`src/rtl/uart_pkg.sv`:
```
// Shared UART definitions: parity mode codes, FSM state encoding and line idle level.
// Used by both the TX serializer and the RX side.
package uart_pkg;

    localparam logic IDLE_LEVEL = 1'b1;

    localparam logic [1:0] PAR_NONE = 2'b00;
    localparam logic [1:0] PAR_EVEN = 2'b01;
    localparam logic [1:0] PAR_ODD  = 2'b10;

    typedef enum logic [2:0] {
        IDLE,
        START,
        DATA,
        PARITY,
        STOP
    } uart_state_e;

endpackage

```
`src/rtl/uart_bit_timer.sv`:
```
// Bit-period timer: counts 0..CLKS_PER_BIT-1 while enabled and pulses tc on the
// last count of each period. clear holds the count at zero.
module uart_bit_timer #(
    parameter int CLKS_PER_BIT = 16,
    parameter int CNT_W        = (CLKS_PER_BIT > 1) ? $clog2(CLKS_PER_BIT) : 1
) (
    input  logic clk,
    input  logic reset,
    input  logic clear,
    input  logic enable,
    output logic tc
);

    logic [CNT_W-1:0] cnt;

    assign tc = enable && (cnt == CNT_W'(CLKS_PER_BIT - 1));

    always_ff @(posedge clk) begin
        if (reset || clear) begin
            cnt <= '0;
        end else if (enable) begin
            cnt <= tc ? '0 : cnt + CNT_W'(1);
        end
    end

endmodule

```
`src/rtl/uart_tx_serializer.sv`:
```
// UART transmit serializer: start bit, WORD_SIZE data bits LSB first, optional
// parity, then one or two stop bits, each held CLKS_PER_BIT clocks.
//
// state  | meaning
// IDLE   | line high, tx_ready high, waiting for tx_valid
// START  | driving the start bit (0)
// DATA   | shifting out data bits, LSB first
// PARITY | driving the latched parity bit
// STOP   | driving 1 for one or two bit periods; tx_done on the final cycle
module uart_tx_serializer
    import uart_pkg::*;
#(
    parameter int WORD_SIZE    = 8,
    parameter int CLKS_PER_BIT = 16
) (
    input  logic                 clk,
    input  logic                 reset,
    input  logic [WORD_SIZE-1:0] tx_data,
    input  logic                 tx_valid,
    output logic                 tx_ready,
    input  logic [1:0]           parity_sel,
    input  logic                 two_stop,
    output logic                 tx_serial,
    output logic                 tx_busy,
    output logic                 tx_done
);

    localparam int CNT_W = (CLKS_PER_BIT > 1) ? $clog2(CLKS_PER_BIT) : 1;
    localparam int BIT_W = (WORD_SIZE > 1) ? $clog2(WORD_SIZE) : 1;

    uart_state_e          state;
    uart_state_e          state_next;
    logic [WORD_SIZE-1:0] shreg;
    logic [WORD_SIZE-1:0] shreg_next;
    logic [BIT_W-1:0]     bit_cnt;
    logic                 stop_cnt;
    logic                 two_stop_q;
    logic                 par_en_q;
    logic                 par_bit_q;
    logic                 bit_tc;
    logic                 accept;
    logic                 last_data;
    logic                 last_stop;
    logic                 serial_next;

    uart_bit_timer #(
        .CLKS_PER_BIT (CLKS_PER_BIT),
        .CNT_W        (CNT_W)
    ) u_bit_timer (
        .clk    (clk),
        .reset  (reset),
        .clear  (state == IDLE),
        .enable (state != IDLE),
        .tc     (bit_tc)
    );

    assign tx_ready  = (state == IDLE);
    assign tx_busy   = (state != IDLE);
    assign accept    = tx_valid && tx_ready;
    assign last_data = (bit_cnt == BIT_W'(WORD_SIZE - 1));
    assign last_stop = (stop_cnt == two_stop_q);
    assign tx_done   = (state == STOP) && bit_tc && last_stop;

    always_comb begin
        state_next = state;
        shreg_next = shreg;
        case (state)
            IDLE: begin
                if (tx_valid) begin
                    state_next = START;
                    shreg_next = tx_data;
                end
            end
            START: begin
                if (bit_tc) state_next = DATA;
            end
            DATA: begin
                if (bit_tc) begin
                    shreg_next = shreg >> 1;
                    if (last_data) state_next = par_en_q ? PARITY : STOP;
                end
            end
            PARITY: begin
                if (bit_tc) state_next = STOP;
            end
            STOP: begin
                if (bit_tc && last_stop) state_next = IDLE;
            end
            default: state_next = IDLE;
        endcase
    end

    // The line is registered, so its next level follows the next state.
    always_comb begin
        serial_next = IDLE_LEVEL;
        case (state_next)
            START:   serial_next = ~IDLE_LEVEL;
            DATA:    serial_next = shreg_next[0];
            PARITY:  serial_next = par_bit_q;
            default: serial_next = IDLE_LEVEL;
        endcase
    end

    always_ff @(posedge clk) begin
        if (reset) begin
            state      <= IDLE;
            shreg      <= '0;
            bit_cnt    <= '0;
            stop_cnt   <= 1'b0;
            two_stop_q <= 1'b0;
            par_en_q   <= 1'b0;
            par_bit_q  <= 1'b0;
            tx_serial  <= IDLE_LEVEL;
        end else begin
            state     <= state_next;
            shreg     <= shreg_next;
            tx_serial <= serial_next;
            if (accept) begin
                bit_cnt    <= '0;
                stop_cnt   <= 1'b0;
                two_stop_q <= two_stop;
                par_en_q   <= (parity_sel == PAR_EVEN) || (parity_sel == PAR_ODD);
                par_bit_q  <= (^tx_data) ^ (parity_sel == PAR_ODD);
            end else begin
                if (state == DATA && bit_tc) bit_cnt <= bit_cnt + BIT_W'(1);
                if (state == STOP && bit_tc) stop_cnt <= ~stop_cnt;
            end
        end
    end

endmodule

```
`config.mk`:
```
export PLATFORM = sky130hd
export DESIGN_NAME = uart_tx_serializer
export DESIGN_NICKNAME = d
export VERILOG_FILES = /design/src/rtl/uart_pkg.sv /design/src/rtl/uart_bit_timer.sv /design/src/rtl/uart_tx_serializer.sv
export SDC_FILE = /design/constraint.sdc
export NUM_CORES = 1
export LEC_CHECK = 0
export ABC_AREA = 1
export BUFFER_PORTS_ARGS = -buffer_cell sky130_fd_sc_hd__buf_4
export CORE_UTILIZATION = 45
export CTS_CLUSTER_SIZE = 28
export DETAILED_ROUTE_END_ITERATION = 16
export PLACE_DENSITY = 0.61
export SETUP_SLACK_MARGIN = 0.1
export SYNTH_ARGS = -nofsm -noshare
export SYNTH_HDL_FRONTEND = slang
export SYNTH_SLANG_ARGS = --single-unit
```
`constraint.sdc`:
```
create_clock -name clk -period 1.7 [get_ports clk]
set_clock_uncertainty 0.1 [all_clocks]
set_input_delay 0.34 -clock clk [delete_from_list [all_inputs] [get_ports clk]]
set_output_delay 0.34 -clock clk [all_outputs]
set_load 0.05 [all_outputs]
```
==> results of run 1 <==
registers in the layout (all words and copies together), names as in the netlist:
register and cells:
stop_cnt 1, bit_cnt 3, par_en_q 1, state 3
u_bit_timer.cnt 4, two_stop_q 1, tx_serial 1, par_bit_q 1
shreg 8
cells by family (layout without fill, tap and decap cells):
family / count (synthesis) / after routing / share of synthesized area
adders and majority gates: 4 / 4 / 0.0389
AOI/OAI and AO/OA: 26 / 26 / 0.106
buffers and inverters: 28 / 61 / 0.0913
and+or+nand+nor: 106 / 106 / 0.393
xor gates and xnor gates: 2 / 2 / 0.0136
DFF: 23 / 23 / 0.358
how the worst max path moves through the flow:
stage / cells past startpoint / start / slack [ps] / to
after global routing: 6 / u_bit_timer.cnt[0] / -160 / tx_done
after floorplan: 5 / u_bit_timer.cnt[0] / 70 / tx_done
after detailed placement: 9 / u_bit_timer.cnt[0] / 70 / bit_cnt[0]
final: 6 / u_bit_timer.cnt[0] / -70 / tx_done
after global placement: 6 / u_bit_timer.cnt[0] / 120 / tx_done
after CTS: 6 / u_bit_timer.cnt[1] / -110 / tx_done
metrics by stage:
stage	setup TNS [ps]	setup WS [ps]	utilization	hold WS [ps]	instance area [sq um]
5_1_grt	-462	-159	0.637	172	1740
3_3_place_gp	0	123	0.541	321	1480
3_5_place_dp	0	71.1	0.541	337	1480
4_1_cts	-417	-107	0.597	178	1630
2_1_floorplan	0	66.6	-	309	1300
6_report	-71.5	-71.5	0.637	187	1740
final cells by class:
class / instances / share of cell area
Clock buffer: 3 / 0.0129
Clock inverter: 1 / 0.00287
Inverter: 27 / 0.0697
Multi-Input combinational cell: 138 / 0.471
Sequential cell: 23 / 0.269
Tap cell: 31 / 0.0223
Timing Repair Buffer: 30 / 0.152
routing by layer:
| metal | wire (microns) | global-route usage | up-vias |
|---|---|---|---|
| met3 | 80 | 0.0304 | 4 |
| met5 | 0 | 0 | - |
| li1 | - | - | 662 |
| met1 | 1220 | 0.240 | 555 |
| met2 | 1590 | 0.379 | 22 |
| met4 | 32 | 0.0607 | 0 |
power groups by stage:
stage / combinational (mW) / sequential [mW] / clock (mW)
floorplan: 0.129 / 0.595 / 0
global placement: 0.195 / 0.591 / 0
detailed placement: 0.201 / 0.593 / 0
CTS: 0.218 / 0.581 / 0.262
global route: 0.252 / 0.587 / 0.293
finish: 0.225 / 0.583 / 0.253
timing repair:
item	4_1_cts	5_1_grt
gates resized for setup	23	28
setup endpoints to repair	9	17
pin swaps	11	13
hold endpoints to repair	0	0
buffers inserted	8	5
layout by cell type, fill, tap and decap left out, drive strengths merged:
| cell type | n |
|---|---|
| a21oi | 14 |
| a31oi | 2 |
| and3 | 2 |
| buf | 30 |
| clkbuf | 3 |
| clkinv | 2 |
| dfxtp | 23 |
| ha | 4 |
| inv | 26 |
| nand2 | 62 |
| nand3 | 10 |
| nand3b | 1 |
| nand4 | 3 |
| nor2 | 25 |
| nor3 | 1 |
| o21ai | 10 |
| or2 | 2 |
| xnor2 | 1 |
| xor2 | 1 |
==> impl_metrics.yaml, run 1 <==
sta:
  slew_viol_final: 0
  worst_pin_slew_ps: 197
  setup_viol: 1
  hold_viol_final: 0
  setup_ws_ps: -71.5
  relSlewSlack: 0.869
  rsz0062_at_grt: "true"
  final.period_utilization: 1.04
  fmax_mhz: 565
  period_needed_ps: 1770
cells_and_area:
  multi_input_area_sq_um: 821
  final-seq-area_sq_um: 469
  drive_gt1_frac: 0.356
  area_growth_pct: 35.3
  instances_no_fill: 253
  nets: 241
  fill_cells: 246
  antennaDiodeCount: 0
critical_path:
  crit_arrival_ps: 1330
  crit_required_ps: 1260
  path_class: "flip-flop to output pin"
  worstSetupEndpointType: "output pin"
  cp_cell_sequence: "ha_4 > nand2_4 > nor2_8 > nand3_4 > nor2_4 > buf_6"
  reg2reg_depth: 12
  reg2reg_from: "u_bit_timer.cnt[0]"
  slowest_stage: "dfxtp_2"
  cpLargestDelayFamily: "flip-flops"
  r2r_slack_ps: 20
  critPathLaunchType: "flip-flop"
  critical-path-max-stage-delay_ps: 380
  r2r_end: "shreg[6]"
  cp.buffers_inverters: 1
  crit_fanout: 2
outcome:
  violations: "setup timing"
  status: "finished with violations"
die:
  core-area_sq_um: 2730
  die_width_microns: 55.5
  num_rows: 19
  io-pin-count: 18
  dieHeight_microns: 55.5
  start_util: 0.471
  dieArea_sq_um: 3080
synth:
  synth-seq-area-share: 0.358
  synthArstFlopShare: 0
  ys.flop_type: "dfxtp_1"
  synth_nets: 207
  yosysTopAreaCell: "dfxtp_1"
  synth_edf_count: 0
  netlist_top_cells_count: "58 x nand2_1, 23 x dfxtp_1, 21 x inv_1, 21 x nor2_1, 13 x a21oi_1"
  synth_top_area_share: 0.358
  synth_seq_cells: 23
  synth_cell_type_count: 27
  yosysMostFrequentCell: "nand2_1"
  synthTopCellsByArea: "dfxtp_1 36%, nand2_1 17%, inv_1 6.1%"
  syn_area_per_cell_sq_um: 6.81
  ys.warnings.count: 0
  syn_inst: 189
  mappedNetlistArea_sq_um: 1290
grt:
  track_usage: 0.204
  antenna_found_initial: 0
  grt_pass1_vias: 1212
  grt_first_pass_wirelength_microns: 4990
  grt_max_degree: 14
  overflow: 0
routing:
  routed_wl_microns: 2920
  routedWlPerCell_microns: 11.5
  ant_nets: 0
  drc_errors: 0
  via_per_inst: 4.91
  firstDrtPassIters: 4
  drt-initial-drc-count: 29
  vias: 1243
pwr:
  p_leak_nw: 0.916
  power_switching_share: 0.301
  p_switching_uw: 319
  irDropWorstVdd_mv: 0.392
  seq_power_share: 0.549
  power_density_nw_per_um2: 610
  p_int_uw: 742
  combPwrFrac: 0.212
  power_frac_clock: 0.238
  design_power_total_mw: 1.06
clock_network:
  cts_buffer_depth: 2
  clock-sinks: 23
  cts_buffers: 3
  clk_pin_slew_ps: 140
  cts_tree: "built"
  cts_root_buf: "clkbuf_4"
  htreeDepth: 1
  cts_hold_buf: 0
  clk_latency_ps: 320
placement:
  dp_hpwl_microns: 2180
  dp.cells: 237
  gp_congestion: 0.858
  portBuffers: 17
min_path:
  min_from: "reset"
  hold_end: "shreg[4]"
  holdPathStages: 2
  hold_class: "input pin to flip-flop"
flow_run:
  max_cap_viol_count: 0
Note: power is estimated with default switching activity, not from simulation.
==> run 2, diff against run 1 <==
--- a/config.mk
+++ b/config.mk
@@ -7,10 +7,12 @@
 export LEC_CHECK = 0
 export ABC_AREA = 1
 export BUFFER_PORTS_ARGS = -buffer_cell sky130_fd_sc_hd__buf_4
-export CORE_UTILIZATION = 45
+export CELL_PAD_IN_SITES_DETAIL_PLACEMENT = 1
+export CELL_PAD_IN_SITES_GLOBAL_PLACEMENT = 1
+export CORE_UTILIZATION = 39
 export CTS_CLUSTER_SIZE = 28
 export DETAILED_ROUTE_END_ITERATION = 16
-export PLACE_DENSITY = 0.61
+export PLACE_DENSITY = 0.73
 export SETUP_SLACK_MARGIN = 0.1
 export SYNTH_ARGS = -nofsm -noshare
 export SYNTH_HDL_FRONTEND = slang
==> constraint.sdc (replaced) <==
create_clock -name clk -period 1.8 [get_ports clk]
set_clock_uncertainty 0.1 [all_clocks]
set_input_delay 0.36 -clock clk [delete_from_list [all_inputs] [get_ports clk]]
set_output_delay 0.36 -clock clk [all_outputs]
set_load 0.05 [all_outputs]
==> impl_metrics.yaml, run 2 (same netlist as run 1, synthesis figures left out) <==
sta:
  fmax_mhz: 539
  rsz0062_at_grt: "true"
  hold_slack_ps: 218
  setup_viol: 4
  worst_pin_slew_ps: 209
  hold_viol_final: 0
  period_needed_ps: 1850
  tns_ps: -91.0
  relSlewSlack: 0.859
  slew_viol_final: 0
  final.period_utilization: 1.03
  setup_ws_ps: -54.6
critical_path:
  critPathLaunchType: "flip-flop"
  reg2reg_from: "u_bit_timer.cnt[1]"
  worstSetupEndpointType: "flip-flop"
  crit_arrival_ps: 1980
  path_class: "flip-flop to flip-flop"
  crit_fanout: 6
  crit_required_ps: 1920
  reg2reg_depth: 12
  r2r_end: "shreg[2]"
  r2r_slack_ps: -50
cells_and_area:
  drive_gt1_frac: 0.371
  final_common_cell: "nand2_1"
  final_cell_mix: "51 x nand2_1, 26 x buf_4, 20 x inv_1"
  multi_input_area_sq_um: 827
  largest_reg_flops: 8
  antennaDiodeCount: 0
  nets: 243
  instances_no_fill: 268
  fill_cells: 418
  final-seq-area_sq_um: 470
  top_register: "shreg"
  area_growth_pct: 36.7
  reg.largest.list: "shreg (8), u_bit_timer.cnt (4)"
routing:
  routed_wl_microns: 3740
  via_per_inst: 4.90
  routedWlPerCell_microns: 14.0
  ant_nets: 0
  drc_errors: 0
  vias: 1312
  firstDrtPassIters: 4
  drt-initial-drc-count: 39
min_path:
  hold_end: "shreg[7]"
  hold_class: "input pin to flip-flop"
  holdPathStages: 2
  min_from: "reset"
outcome:
  violations: "setup timing"
  status: "finished with violations"
flow_run:
  max_cap_viol_count: 0
pwr:
  power_density_nw_per_um2: 585
  design_power_total_mw: 1.03
  irDropWorstVdd_mv: 0.302
  p_leak_nw: 0.877
placement:
  dp.cells: 250
  gp_congestion: 0.886
  portBuffers: 17
  dp_hpwl_microns: 2520
grt:
  antenna_found_initial: 0
  grt_max_degree: 14
  grt_pass1_vias: 1297
  overflow: 0
  track_usage: 0.212
  grt_first_pass_wirelength_microns: 5650
clock_network:
  cts_hold_buf: 0
  clock-sinks: 23
  htreeDepth: 1
  cts_buffer_depth: 2
  cts_buffers: 3
  cts_tree: "built"
  clk_latency_ps: 310
  clk_pin_slew_ps: 140
  cts_root_buf: "clkbuf_4"
die:
  core-area_sq_um: 3100
  die_width_microns: 59.5
  dieHeight_microns: 59.5
  start_util: 0.415
  io-pin-count: 18
  num_rows: 20
  dieArea_sq_um: 3530
[run 2: what timing repair did]
item                                    CTS  global route
hold endpoints to repair                  0             0
pin swaps                                 4            14
gates resized for setup                  11            36
endpoints found under the setup margin    8            13
setup buffers                             3            10
cloned                                    1             0
[run 2: area by class of cell]
type	count	share of cell area
sequential	23	0.267
clock buffer	3	0.0128
clock inverter	1	0.00284
timing repair buffer	31	0.147
inverter	27	0.0689
tap	44	0.0313
multi-input combinational	139	0.470
[run 2: power breakdown]
part	switching, mW	leakage (nW)	total [mW]	internal, mW
logic	0.138	0.668	0.230	0.0915
registers	0.0176	0.191	0.550	0.533
clock network	0.166	0.0177	0.249	0.0831
total	0.322	0.877	1.03	0.707
[run 2: critical path: stages (launching register included)]
cell	delay, ps
dfxtp_2	380
ha_4	150
nand2_4	70
nor2_8	100
buf_4	120
buf_6	100
buf_6	110
clkinv_8	60
nor2_8	150
nor2_4	70
buf_4	150
a21oi_2	140
nor2_1	50
[run 2: per-layer routing]
metal / track usage / up-vias / wire, microns
met5: 0 / - / 0
met4: 0.0510 / 0 / 30
li1: - / 667 / -
met1: 0.258 / 629 / 1560
met3: 0.0262 / 4 / 50
met2: 0.388 / 12 / 2100
[run 2: how the worst max path moves through the flow]
stage | from | to | slack (ps)
after floorplan | u_bit_timer.cnt[0] | tx_done | 150
after global placement | u_bit_timer.cnt[0] | tx_done | 160
after detailed placement | u_bit_timer.cnt[0] | bit_cnt[0] | 80
after CTS | u_bit_timer.cnt[0] | tx_done | -30
after global routing | u_bit_timer.cnt[1] | shreg[2] | -140
final | u_bit_timer.cnt[1] | shreg[2] | -50
[run 2: per-stage QoR]
step | area (sq um) | setup slack (ps) | util
2_1_floorplan | 1290 | 147 | -
3_3_place_gp | 1480 | 158 | 0.477
3_5_place_dp | 1480 | 77.8 | 0.477
4_1_cts | 1580 | -33.0 | 0.510
5_1_grt | 1760 | -140 | 0.567
6_report | 1760 | -54.6 | 0.567
